**config.mk**
```make
export PLATFORM = sky130hd
export DESIGN_NAME = nibble_datapath
export DESIGN_NICKNAME = d
export VERILOG_FILES = /design/src/rtl/nibble_datapath_pkg.sv /design/src/rtl/nibble_datapath_imem.sv /design/src/rtl/nibble_datapath.sv
export SDC_FILE = /design/constraint.sdc
export NUM_CORES = 1
export LEC_CHECK = 0
export BUFFER_PORTS_ARGS = -buffer_cell sky130_fd_sc_hd__buf_2
export CAP_MARGIN = 15
export CORE_MARGIN = 1
export CORE_UTILIZATION = 35
export CTS_CLUSTER_DIAMETER = 30
export DETAILED_ROUTE_END_ITERATION = 10
export RECOVER_POWER = 100
export REMOVE_ABC_BUFFERS = 1
export SYNTH_ARGS = -nofsm -noshare
export SYNTH_HDL_FRONTEND = slang
export SYNTH_HIERARCHICAL = 1
export SYNTH_SLANG_ARGS = --single-unit
```
**constraint.sdc**
```tcl
create_clock -name clk -period 2.5 [get_ports clk]
set_input_delay 0.25 -clock clk [delete_from_list [all_inputs] [get_ports clk]]
set_output_delay 0.25 -clock clk [all_outputs]
set_load 0.03 [all_outputs]
```
**src/rtl/nibble_datapath_pkg.sv**
```systemverilog
`default_nettype none
// ============================================================================
//  Module      : nibble_datapath_pkg
//  Description : Shared nibble-processor definitions (opcodes, default widths)
//  Revision    : 1.0  initial release
// ============================================================================
package nibble_datapath_pkg;

   localparam int DEF_ADDR_W = 4;
   localparam int DEF_DATA_W = 4;

   typedef enum logic [1:0] {
      OP_NOP   = 2'b00,
      OP_ADD   = 2'b01,
      OP_HALT0 = 2'b10,
      OP_HALT1 = 2'b11
   } op_e;

   // True for either halt encoding.
   function automatic logic is_halt(input logic [1:0] op);
      return (op == OP_HALT0) || (op == OP_HALT1);
   endfunction

endpackage
`default_nettype wire

```
**src/rtl/nibble_datapath_imem.sv**
```systemverilog
`default_nettype none
// ============================================================================
//  Module      : nibble_imem
//  Description : Instruction memory, synchronous write, combinational read.
//                Contents are deliberately not reset so a program survives.
//  Revision    : 1.0  initial release
// ============================================================================
module nibble_imem
   import nibble_datapath_pkg::*;
#(
   parameter int ADDR_W = DEF_ADDR_W,
   parameter int DATA_W = DEF_DATA_W
) (
   input  logic                clk,
   input  logic                i_we,
   input  logic [ADDR_W-1:0]   i_waddr,
   input  logic [DATA_W+1:0]   i_wdata,
   input  logic [ADDR_W-1:0]   i_raddr,
   output logic [DATA_W+1:0]   o_rdata
);

   localparam int DEPTH = 2**ADDR_W;

   logic [DATA_W+1:0] r_mem [DEPTH];

   // Program-load write port; a same-edge read sees the old word.
   always_ff @(posedge clk) begin
      if (i_we) begin
         r_mem[i_waddr] <= i_wdata;
      end
   end

   assign o_rdata = r_mem[i_raddr];

endmodule
`default_nettype wire

```
**src/rtl/nibble_datapath.sv**
```systemverilog
`default_nettype none
// ============================================================================
//  Module      : nibble_datapath
//  Description : Nibble processor datapath: PC, IR, accumulator with carry,
//                halt flag, driven by fetch/exec strobes from a controller.
//  Revision    : 1.0  initial release
// ============================================================================
module nibble_datapath
   import nibble_datapath_pkg::*;
#(
   parameter int ADDR_W = DEF_ADDR_W,
   parameter int DATA_W = DEF_DATA_W
) (
   input  logic                clk,
   input  logic                reset,
   input  logic                fetch,
   input  logic                exec,
   input  logic                prog_we,
   input  logic [ADDR_W-1:0]   prog_addr,
   input  logic [DATA_W+1:0]   prog_data,
   output logic [1:0]          op,
   output logic [ADDR_W-1:0]   pc,
   output logic [DATA_W-1:0]   acc,
   output logic                carry,
   output logic                halted
);

   logic [ADDR_W-1:0] r_pc;
   logic [DATA_W+1:0] r_ir;
   logic [DATA_W-1:0] r_acc;
   logic              r_carry;
   logic              r_halted;

   logic [DATA_W+1:0] w_fetch_word;
   logic [1:0]        w_ir_op;
   logic [DATA_W-1:0] w_ir_imm;
   logic [DATA_W:0]   w_sum;
   logic              w_do_fetch;
   logic              w_do_add;

   nibble_imem #(
      .ADDR_W (ADDR_W),
      .DATA_W (DATA_W)
   ) u_imem (
      .clk     (clk),
      .i_we    (prog_we),
      .i_waddr (prog_addr),
      .i_wdata (prog_data),
      .i_raddr (r_pc),
      .o_rdata (w_fetch_word)
   );

   assign w_ir_op  = r_ir[DATA_W+1 -: 2];
   assign w_ir_imm = r_ir[DATA_W-1:0];

   // Fetch wins over exec; everything freezes once halted.
   always_comb begin
      w_do_fetch = 1'b0;
      w_do_add   = 1'b0;
      w_sum      = {1'b0, r_acc} + {1'b0, w_ir_imm};
      if (!r_halted) begin
         w_do_fetch = fetch;
         w_do_add   = exec && !fetch && (w_ir_op == OP_ADD);
      end
   end

   // Fetch path: load IR, advance PC (natural wrap), latch halt.
   always_ff @(posedge clk or posedge reset) begin
      if (reset) begin
         r_pc     <= '0;
         r_ir     <= '0;
         r_halted <= 1'b0;
      end else if (w_do_fetch) begin
         r_ir     <= w_fetch_word;
         r_pc     <= r_pc + ADDR_W'(1);
         r_halted <= is_halt(w_fetch_word[DATA_W+1 -: 2]);
      end
   end

   // Execute path: ADD updates carry and accumulator together.
   always_ff @(posedge clk or posedge reset) begin
      if (reset) begin
         r_acc   <= '0;
         r_carry <= 1'b0;
      end else if (w_do_add) begin
         {r_carry, r_acc} <= w_sum;
      end
   end

   assign op     = w_ir_op;
   assign pc     = r_pc;
   assign acc    = r_acc;
   assign carry  = r_carry;
   assign halted = r_halted;

endmodule
`default_nettype wire
```
==> metrics.yaml <==
clock_network:
  cts_tree: "built"
  clk_latency_ns: 0.35
  cts_resized: 0
  clkSinkCount: 112
  clk_pin_slew_ns: 0.07
  numCtsBuffers: 9
  hold_buffers: 0
  cts.path.max_buffers: 2
  cts_max_level: 3
  cts_setup_buffers: 0
  cts-root-buf: "clkbuf_16"
sta:
  fin_hold_ws_ns: -0.0128
  maxSlewViolCount: 0
  setup_viol: 0
  max_slew_margin_pct: 51.3
  finalHoldViolations: 16
  finalCritPeriodShare_pct: 77.6
  tns_ns: 0
  min_period_ns: 1.94
  worst_slack_ns: 0.560
  fmax_mhz: 515
  skew_ns: 0.00725
  rsz0062_at_grt: "no"
  worst_pin_slew_ns: 0.728
power:
  powerDensity_nw_per_um2: 966
  power.total_mw: 4.95
  p_leak_nw: 1.70
  peakVddDrop_mv: 0.413
finish:
  final_cells: 445
  area_growth_pct: 11.9
  diodes: 0
  final_area_sq_um: 5120
  final_core_util_pct: 40.4
  drive_above_1_share_pct: 16.1
  num-nets-final: 290
placed_design:
  dpl.hpwl_um: 5620
  io_buffers: 26
  gp_congestion: 0.707
  dp_slack_ns: 0.569
  place_inst: 430
  dpl_cell_area_sq_um: 4900
floorplan:
  io_pins: 27
  core_area_sq_um: 12700
  fp.dieW_um: 116
  initial_core_util_pct: 36.1
  die_y_um: 116
  fp-row-count: 41
  die-area_sq_um: 13500
logic_synthesis:
  synth_cell_types: 36
  synth-seq-area-share_pct: 71.7
  synthesis.area_sq_um: 4580
  syn_area_per_cell_sq_um: 19.4
  ys_seq_elements: 112
  syn_inst: 236
  ys_warn_count: 6
setup_path:
  crit_required_ns: 2.73
  worstPathArrival_ns: 2.17
  crit_chain: "buf_12 > mux4_1 > a22oi_1 > nand2_1 > mux2_2"
  crit_fanout: 28
  cp-start-kind: "flop"
  cpPeakStageDelay_ns: 0.59
  slowest_stage: "mux4_1"
  critPathKind: "flop to flop"
  end_kind: "flop"
route:
  first_iter_violations: 157
  ant_nets: 0
  dr.pass1.iters: 4
  routed_wl_um: 8430
  met2WireLength_um: 4000
  drc: 0
  dr.max_layer_used: "met4"
  wl_met1_um: 3870
  via_per_inst: 5.06
  via_count: 2252
  wl_per_cell_um: 18.9
  dr_wl_met3_um: 399
grt:
  first_global_vias: 2348
  overflow: 0
  grt_util_all_layers_pct: 13.9
  grt_pass1_wl_um: 13200
  grt_antenna_before_repair: 0
  grt_start_max_net_pins: 29
job:
  drv_cap: 0
run_status:
  violations: "hold timing"
  status: "finished, violations left"
hold_path:
  min_path_type: "primary input to asynchronous set/reset pin"
[layout by cell type, fill, tap and decap left out, drive strengths merged, types with 2 or more instances in the layout]
master,instances
nand2,9
nand3b,2
dfrtp,16
inv,8
a22oi,12
xnor2,3
edfxtp,96
buf,9
mux4,24
and2,2
ha,5
o21ai,3
nand2b,2
a21oi,3
nor2b,4
mux2,8
nor3,4
nor2,14
clkinv,4
clkbuf,33
[path summary, 6_finish.rpt]
| path | start | end | slack (ns) | cells past startpoint |
|---|---|---|---|---|
| min reg2reg | r_ir[3]$_DFFE_PP0P_ | r_ir[3]$_DFFE_PP0P_ | 0.51 | 1 |
| max | pc[0]$_DFFE_PP0P_ | r_ir[5]$_DFFE_PP0P_ | 0.56 | 5 |
| max in group asynchronous | reset | pc[1]$_DFFE_PP0P_ | 2.09 | 2 |
| max reg2reg | pc[0]$_DFFE_PP0P_ | r_ir[5]$_DFFE_PP0P_ | 0.56 | 5 |
| min | reset | r_ir[1]$_DFFE_PP0P_ | -0.01 | 2 |
| min in group clk | fetch | halted$_DFFE_PP0P_ | 0.14 | 2 |
[worst max-delay path, delay by kind of cell, from the launching register on]
family / cells / cell delay [ns]
mux: 2 / 0.86
flops: 1 / 0.37
buf+inv: 1 / 0.24
compound gates: 1 / 0.23
simple gates: 1 / 0.11
[cells in the mapped netlist (all sizes together)]
| cell | n | area, sq um |
|---|---|---|
| mux2 | 8 | 97.6 |
| mux4 | 24 | 586 |
| nand4 | 1 | 6.26 |
| ha | 5 | 62.6 |
| a21oi | 3 | 15.0 |
| nor2 | 14 | 52.6 |
| o21ba | 1 | 10.0 |
| dfrtp | 16 | 400 |
| nand2 | 9 | 33.8 |
| nor3 | 4 | 20.0 |
| buf | 10 | 87.6 |
| or3b | 1 | 8.76 |
| o22ai | 1 | 6.26 |
| inv | 6 | 22.5 |
| o211ai | 1 | 7.51 |
| xnor2 | 3 | 26.3 |
| a22oi | 12 | 90.1 |
| clkbuf | 1 | 5.00 |
| xor2 | 1 | 8.76 |
| a31oi | 1 | 6.26 |
| nor4b | 1 | 23.8 |
| fa | 1 | 20.0 |
| and2 | 2 | 12.5 |
| nand3b | 2 | 15.0 |
| nand2b | 2 | 12.5 |
| a211oi | 1 | 7.51 |
| a21o | 1 | 7.51 |
| nor2b | 4 | 25.0 |
| o21ai | 3 | 15.0 |
| edfxtp | 96 | 2880 |
| nand3 | 1 | 5.00 |
[layout make-up]
type | count | area (sq um)
clock inverter | 6 | 67.6
timing repair buffer | 33 | 153
tap | 172 | 215
inverter | 6 | 22.5
fill | 1153 | 7550
multi-input combinational | 107 | 1160
clock buffer | 9 | 225
sequential | 112 | 3280
[power breakdown]
group | switching, mW | leakage [nW] | internal, mW
logic | 0.713 | 0.500 | 0.596
clock network | 0.680 | 0.142 | 0.698
registers | 0.105 | 1.06 | 2.16
total | 1.50 | 1.70 | 3.45
[metal layers]
metal,global-route usage [%],vias to the layer above
met5,0,-
met3,3.89,15
li1,-,1018
met4,5.73,0
met1,18.3,1156
met2,21.8,63
[logic make-up (layout without fill, tap and decap cells)]
kind of cell    count (synthesis)  in the layout  synth area share [%]
compound gates                 24             24                  3.61
buf+inv                        17             54                  2.51
mux                            32             32                  14.9
xor+xnor                        4              4                 0.765
flops                         112            112                  71.7
simple gates                   41             41                  4.70
fa+ha+maj                       6              6                  1.80
[state kept, by name, indices dropped and copies added (netlist names)]
signal	cells
pc	4
u_imem/r_mem	96
acc	4
r_ir	6
carry	1
halted	1
No activity file was read; power rests on OpenSTA's default activity.
